===== config.mk =====
export PLATFORM = sky130hd
export DESIGN_NAME = cpu_result_mon
export DESIGN_NICKNAME = d
export VERILOG_FILES = /design/src/rtl/cpu_mon_pkg.sv /design/src/rtl/pc_stall_det.sv /design/src/rtl/cpu_result_mon.sv
export SDC_FILE = /design/constraint.sdc
export NUM_CORES = 1
export LEC_CHECK = 0
export ABC_AREA = 1
export CORE_MARGIN = 2
export CORE_UTILIZATION = 30
export DETAILED_ROUTE_END_ITERATION = 7
export GPL_ROUTABILITY_DRIVEN = 0
export PLACE_DENSITY = 0.57
export SLEW_MARGIN = 5
export SYNTH_ARGS = -nofsm -noshare
export SYNTH_HDL_FRONTEND = slang
export SYNTH_HIERARCHICAL = 1
export SYNTH_SLANG_ARGS = --single-unit
export TNS_END_PERCENT = 20

===== constraint.sdc =====
create_clock -name clk -period 4.9 [get_ports clk]
set_clock_uncertainty 0.1 [all_clocks]
set_input_delay 0.98 -clock clk [delete_from_list [all_inputs] [get_ports clk]]
set_output_delay 0.98 -clock clk [all_outputs]
set_load 0.02 [all_outputs]

===== src/rtl/cpu_mon_pkg.sv =====
// Shared types and constants for the CPU result monitor: FSM states,
// store-size encodings and the verdict flag bundle.
package cpu_mon_pkg;

  typedef enum logic [1:0] {
    ST_RUN     = 2'b00,
    ST_PASS    = 2'b01,
    ST_FAIL    = 2'b10,
    ST_TIMEOUT = 2'b11
  } mon_state_e;

  localparam logic [1:0] MODE_B   = 2'b00;
  localparam logic [1:0] MODE_H   = 2'b01;
  localparam logic [1:0] MODE_W   = 2'b10;
  localparam logic [1:0] MODE_RSV = 2'b11;

  typedef struct packed {
    logic timeout;
    logic fail;
    logic pass;
  } verdict_t;

  localparam verdict_t VERDICT_NONE    = '{timeout: 1'b0, fail: 1'b0, pass: 1'b0};
  localparam verdict_t VERDICT_PASS    = '{timeout: 1'b0, fail: 1'b0, pass: 1'b1};
  localparam verdict_t VERDICT_FAIL    = '{timeout: 1'b0, fail: 1'b1, pass: 1'b0};
  localparam verdict_t VERDICT_TIMEOUT = '{timeout: 1'b1, fail: 1'b0, pass: 1'b0};

  // Number of bytes written by a store of the given size; reserved writes none.
  function automatic logic [2:0] mode_bytes(input logic [1:0] m);
    case (m)
      MODE_B:  return 3'd1;
      MODE_H:  return 3'd2;
      MODE_W:  return 3'd4;
      default: return 3'd0;
    endcase
  endfunction

  function automatic verdict_t state_verdict(input mon_state_e st);
    case (st)
      ST_PASS:    return VERDICT_PASS;
      ST_FAIL:    return VERDICT_FAIL;
      ST_TIMEOUT: return VERDICT_TIMEOUT;
      default:    return VERDICT_NONE;
    endcase
  endfunction

endpackage


===== src/rtl/pc_stall_det.sv =====
// Halt detector: flags a program halt once the PC has stayed unchanged for
// HALT_CYCLES consecutive enabled edges; halt is a same-cycle pulse.
module pc_stall_det #(
  parameter int unsigned PC_WIDTH    = 8,
  parameter int unsigned HALT_CYCLES = 8
) (
  input  logic                clk,
  input  logic                rst,
  input  logic                en,
  input  logic [PC_WIDTH-1:0] pc,
  output logic                halt
);

  localparam int unsigned  S_W    = $clog2(HALT_CYCLES + 1);
  localparam logic [S_W-1:0] S_MAX  = '1;
  localparam logic [S_W-1:0] S_HALT = S_W'(HALT_CYCLES - 1);

  logic [PC_WIDTH-1:0] pc_q, pc_d;
  logic [S_W-1:0]      s_q, s_d;
  logic                same;

  assign same = (pc == pc_q);
  assign halt = en && same && (s_q == S_HALT);

  always_comb begin
    pc_d = pc_q;
    s_d  = s_q;
    if (en) begin
      pc_d = pc;
      if (!same) begin
        s_d = '0;
      end else if (s_q != S_MAX) begin
        s_d = s_q + S_W'(1);
      end
    end
  end

  always_ff @(posedge clk) begin
    if (rst) begin
      pc_q <= '0;
      s_q  <= '0;
    end else begin
      pc_q <= pc_d;
      s_q  <= s_d;
    end
  end

endmodule


===== src/rtl/cpu_result_mon.sv =====
// Snoops core stores into a shadow copy of the result word and issues a
// sticky PASS/FAIL/TIMEOUT verdict once the program halts or runs too long.
module cpu_result_mon
  import cpu_mon_pkg::*;
#(
  parameter int unsigned ADDR_WIDTH     = 8,
  parameter int unsigned PC_WIDTH       = 8,
  parameter int unsigned DATA_W         = 32,
  parameter int unsigned STORE_M        = 2,
  parameter logic [ADDR_WIDTH-1:0] RESULT_ADDR = 'h08,
  parameter logic [31:0] PASS_VALUE     = 32'h0000_0001,
  parameter int unsigned HALT_CYCLES    = 8,
  parameter int unsigned TIMEOUT_CYCLES = 1000,
  parameter int unsigned CNT_W          = 16
) (
  input  logic                  clk,
  input  logic                  rst,
  input  logic [PC_WIDTH-1:0]   pc,
  input  logic                  wr_en,
  input  logic [STORE_M-1:0]    mode,
  input  logic [ADDR_WIDTH-1:0] wr_addr,
  input  logic [DATA_W-1:0]     wr_data,
  output logic [31:0]           result,
  output logic [3:0]            byte_valid,
  output logic                  result_valid,
  output logic [CNT_W-1:0]      cycle_cnt,
  output logic                  done,
  output logic                  pass,
  output logic                  fail,
  output logic                  timeout
);

  localparam int unsigned      NLANE   = 4;
  localparam logic [CNT_W-1:0] CNT_MAX = '1;
  localparam logic [CNT_W-1:0] CNT_TO  = CNT_W'(TIMEOUT_CYCLES);

  mon_state_e            state_q, state_d;
  logic [31:0]           result_q, result_d;
  logic [NLANE-1:0]      bv_q, bv_d;
  logic                  rv_q;
  logic [CNT_W-1:0]      cnt_q, cnt_d;
  verdict_t              verdict_q;
  logic                  run;
  logic                  halt;
  logic [2:0]            nbytes;
  logic [ADDR_WIDTH-1:0] baddr;
  logic [ADDR_WIDTH-1:0] off;

  assign run = (state_q == ST_RUN);

  pc_stall_det #(
    .PC_WIDTH    (PC_WIDTH),
    .HALT_CYCLES (HALT_CYCLES)
  ) u_stall (
    .clk  (clk),
    .rst  (rst),
    .en   (run),
    .pc   (pc),
    .halt (halt)
  );

  // Store merge, cycle counting and verdict decision; frozen outside RUN.
  always_comb begin
    state_d  = state_q;
    result_d = result_q;
    bv_d     = bv_q;
    cnt_d    = cnt_q;
    nbytes   = mode_bytes(2'(mode));
    baddr    = '0;
    off      = '0;
    if (run) begin
      if (wr_en) begin
        for (int k = 0; k < NLANE; k++) begin
          if (3'(k) < nbytes) begin
            baddr = wr_addr + ADDR_WIDTH'(k);
            off   = baddr - RESULT_ADDR;
            if (off < ADDR_WIDTH'(NLANE)) begin
              result_d[8*off[1:0] +: 8] = wr_data[8*k +: 8];
              bv_d[off[1:0]]            = 1'b1;
            end
          end
        end
      end
      if (cnt_q != CNT_MAX) begin
        cnt_d = cnt_q + CNT_W'(1);
      end
      if (halt) begin
        state_d = ((&bv_d) && (result_d == PASS_VALUE)) ? ST_PASS : ST_FAIL;
      end else if (cnt_d == CNT_TO) begin
        state_d = ST_TIMEOUT;
      end
    end
  end

  always_ff @(posedge clk) begin
    if (rst) begin
      state_q   <= ST_RUN;
      result_q  <= '0;
      bv_q      <= '0;
      rv_q      <= 1'b0;
      cnt_q     <= '0;
      verdict_q <= VERDICT_NONE;
    end else begin
      state_q   <= state_d;
      result_q  <= result_d;
      bv_q      <= bv_d;
      rv_q      <= &bv_d;
      cnt_q     <= cnt_d;
      verdict_q <= state_verdict(state_d);
    end
  end

  assign result       = result_q;
  assign byte_valid   = bv_q;
  assign result_valid = rv_q;
  assign cycle_cnt    = cnt_q;
  assign pass         = verdict_q.pass;
  assign fail         = verdict_q.fail;
  assign timeout      = verdict_q.timeout;
  assign done         = |verdict_q;

endmodule


==> impl_metrics.env <==
export IMPL_outcome="finished clean"
export IMPL_ys_flop_type="dfxtp_1"
export IMPL_clkLatencyLatePin_ns=0.34
export IMPL_internal_power_mw=1.11
export IMPL_cp_top_family="simple AND/OR/NAND/NOR gates"
export IMPL_crit_type="in -> reg"
export IMPL_clkSinkCount=70
export IMPL_p_seq_frac=0.359
export IMPL_fin_total_pwr_mw=1.65
export IMPL_grt_ovfl_total=0
export IMPL_p_switching_mw=0.540
export IMPL_busiest_layer="met2"
export IMPL_utilization=0.378
export IMPL_crit_fanout=14
export IMPL_post_cts_buffers=0
export IMPL_synthAdderAreaFrac=0.0258
export IMPL_clk_pin_slew_ns=0.06
export IMPL_layout_setup_ws_ns=0.537
export IMPL_synthDistinctLibCells=47
export IMPL_slowest_delay_ns=0.46
export IMPL_power_density_nw_per_um2=173
export IMPL_grt_use_total=0.243
export IMPL_dp_hpwl_um=25900
export IMPL_die_h_um=165
export IMPL_vdd_drop_max_uv=138
export IMPL_core_um2=25300
export IMPL_start_kind="primary input"
export IMPL_fmax_mhz=229
export IMPL_grt_max_degree=74
export IMPL_path_buf_inv=4
export IMPL_drcViolationCount=0
export IMPL_async_reset_ff_frac=0
export IMPL_arrival_ns=4.48
export IMPL_area_delta_synth_final_pct=23.1
export IMPL_dieArea_um2=27200
export IMPL_cp_common_cell="nand2_1"
export IMPL_numPortBuffers=109
export IMPL_rows=58
export IMPL_synth_edf_count=0
export IMPL_grt_pass1_vias=8975
export IMPL_synthSimpleGateAreaFrac=0.527
export IMPL_routed_wl_um=33400
export IMPL_swShare=0.326
export IMPL_power_frac_comb=0.260
export IMPL_syn_area_per_cell_um2=5.36
export IMPL_antenna_found_initial=0
export IMPL_maxCapViolations=0
export IMPL_synth_mux_area_frac=0.00258
export IMPL_grt_util_met2=0.370
export IMPL_final_nets=1611
export IMPL_numCtsBuffers=9
export IMPL_drt_vias_per_instance=5.27
export IMPL_synth_area_um2=7760
export IMPL_syn_inst=1448
export IMPL_hold_viol=0
export IMPL_min_period_ns=4.36
export IMPL_antenna_left=0
export IMPL_boundaryPins=110
export IMPL_cts_root_buf="clkbuf_16"
export IMPL_diodes=0
export IMPL_synthXorXnorAreaFrac=0.0135
export IMPL_tightest_slew_ns=0.863
export IMPL_cp_required_ns=5.02
export IMPL_min_period_over_period=0.890
export IMPL_clk_path_buf_depth=2
export IMPL_cts_repair_resized=0
export IMPL_maxSlewHeadroom=0.424
export IMPL_ys_seq_area_frac=0.181
export IMPL_layout_drive_gt1_share=0.0789
export IMPL_critical_path_slowest_cell="clkdlybuf4s50_1"
export IMPL_grt_pass1_wl_um=50700
export IMPL_met3_usage=0.0477
export IMPL_tns_ns=0
export IMPL_dp_slack_ns=0.273
export IMPL_drt_iter0_drc=944
export IMPL_yosysWarnings=6
export IMPL_start_util=0.307
export IMPL_p_leak_nw=4.75
export IMPL_min_path_type="reg -> reg"
export IMPL_rsz0062_at_grt="no"
export IMPL_dr_pass1_iters=7
export IMPL_routed_via_count=9878
export IMPL_synth_compound_area_frac=0.117
export IMPL_die_w_um=165
export IMPL_holdBufCountCts=0
export IMPL_htreeDepth=3
export IMPL_synth_top_family_by_area="simple AND/OR/NAND/NOR gates"
export IMPL_cts_tree="built"
export IMPL_ys_ff_latch=70
export IMPL_slew_violations=0
export IMPL_clock_power_share=0.381
export IMPL_grt_use_met1=0.332
export IMPL_setup_violations=0
export IMPL_endpoint_kind="flop"
export IMPL_wl_per_cell_um=17.8
export IMPL_synth_fp_nets=1517
[path summary, 6_finish.rpt]
kind	startpoint	slack, ns	to	depth (start not counted)
worst min register to register	u_stall/pc_q[1]	0.42	u_stall/pc_q[1]	2
worst min-delay path	u_stall/pc_q[1]	0.42	u_stall/pc_q[1]	2
worst max-delay path	wr_addr[3]	0.54	timeout	25
worst max register to register	cycle_cnt[0]	1.85	fail	15
[state kept, by name (all words and copies together), names as in the netlist]
register	cells
fail	1
u_stall/pc_q	8
pass	1
state_q	2
cycle_cnt	16
byte_valid	4
u_stall/s_q	4
result_valid	1
timeout	1
result	32
[layout by cell type (no fill, tap or decap), types with 8 or more instances in the layout]
cell type        count
nand2_1            422
nor2_1             229
inv_1              174
nand3_1            151
clkdlybuf4s50_1    109
o21ai_0             89
dfxtp_1             70
a21oi_1             47
nand4_1             38
buf_4               38
nor3_1              20
o21ai_1             17
ha_1                16
nand2_2             12
nor2_2              12
inv_2               10
nor2_4               9
o211ai_1             9
clkbuf_16            9
xor2_1               8
[stage by stage]
stage | cell area (µm²) | cells | hold slack (ns)
6_report | 9550 | 1876 | 0.424
3_3_place_gp | 9270 | 1861 | 0.399
3_5_place_dp | 9270 | 1861 | 0.417
2_1_floorplan | 7760 | 1448 | 0.384
5_1_grt | 9550 | 1876 | 0.461
4_1_cts | 9550 | 1876 | 0.433
[synth_stat cells, types with 3 or more instances]
| cell | number | area [µm²] |
|---|---|---|
| xnor2_1 | 4 | 35.0 |
| clkbuf_1 | 41 | 154 |
| o21ai_0 | 89 | 445 |
| nand4_1 | 38 | 238 |
| o211ai_1 | 9 | 67.6 |
| buf_4 | 7 | 52.6 |
| nand4_2 | 3 | 37.5 |
| inv_4 | 3 | 18.8 |
| dfxtp_1 | 70 | 1400 |
| inv_1 | 174 | 653 |
| nor3_1 | 20 | 100 |
| buf_6 | 3 | 33.8 |
| buf_1 | 5 | 18.8 |
| nand3_1 | 151 | 756 |
| nor4_1 | 5 | 31.3 |
| inv_2 | 10 | 37.5 |
| xor2_1 | 8 | 70.1 |
| nand2_2 | 12 | 75.1 |
| buf_2 | 9 | 45.0 |
| nand2_1 | 422 | 1580 |
| nor2_2 | 12 | 75.1 |
| ha_1 | 16 | 200 |
| o21ai_1 | 17 | 85.1 |
| nor2_8 | 4 | 80.1 |
| nor2_4 | 8 | 90.1 |
| a21oi_1 | 47 | 235 |
| nand3_2 | 5 | 50.1 |
| nand3_4 | 3 | 52.6 |
| nor2_1 | 230 | 863 |
[cell families after synthesis]
logic type,Yosys count
mux,2
buf+inv,256
simple gates,920
fa+ha+maj,16
xor+xnor,12
flops,70
compound gates,172
[power by group through the flow]
stage | combinational, mW | sequential (mW) | clock (mW)
finish | 0.429 | 0.594 | 0.630
global route | 0.459 | 0.595 | 0.674
CTS | 0.418 | 0.594 | 0.649
detailed placement | 0.415 | 0.606 | 0
global placement | 0.417 | 0.606 | 0
floorplan | 0.235 | 0.611 | 0
[worst min-delay path, cell delays in order, from the launching register on]
cell and delay, ns:
dfxtp_1 0.34, o21ai_0 0.08, nor2_1 0.08
[final cells by class]
cell class / count / area (µm²)
repair buffers: 148 / 1400
flip-flops and latches: 70 / 1400
multi-input cells: 1122 / 5330
clock inverters: 4 / 48.8
fillers: 2921 / 15700
well taps: 330 / 413
clock buffers: 11 / 233
inverters: 191 / 731
[layer usage]
layer	vias up	part of all wire
met3	106	0.099
met1	4438	0.43
met2	549	0.43
li1	4785	-
met5	-	0
met4	0	0.041
No activity file was read; power rests on OpenSTA's default activity.
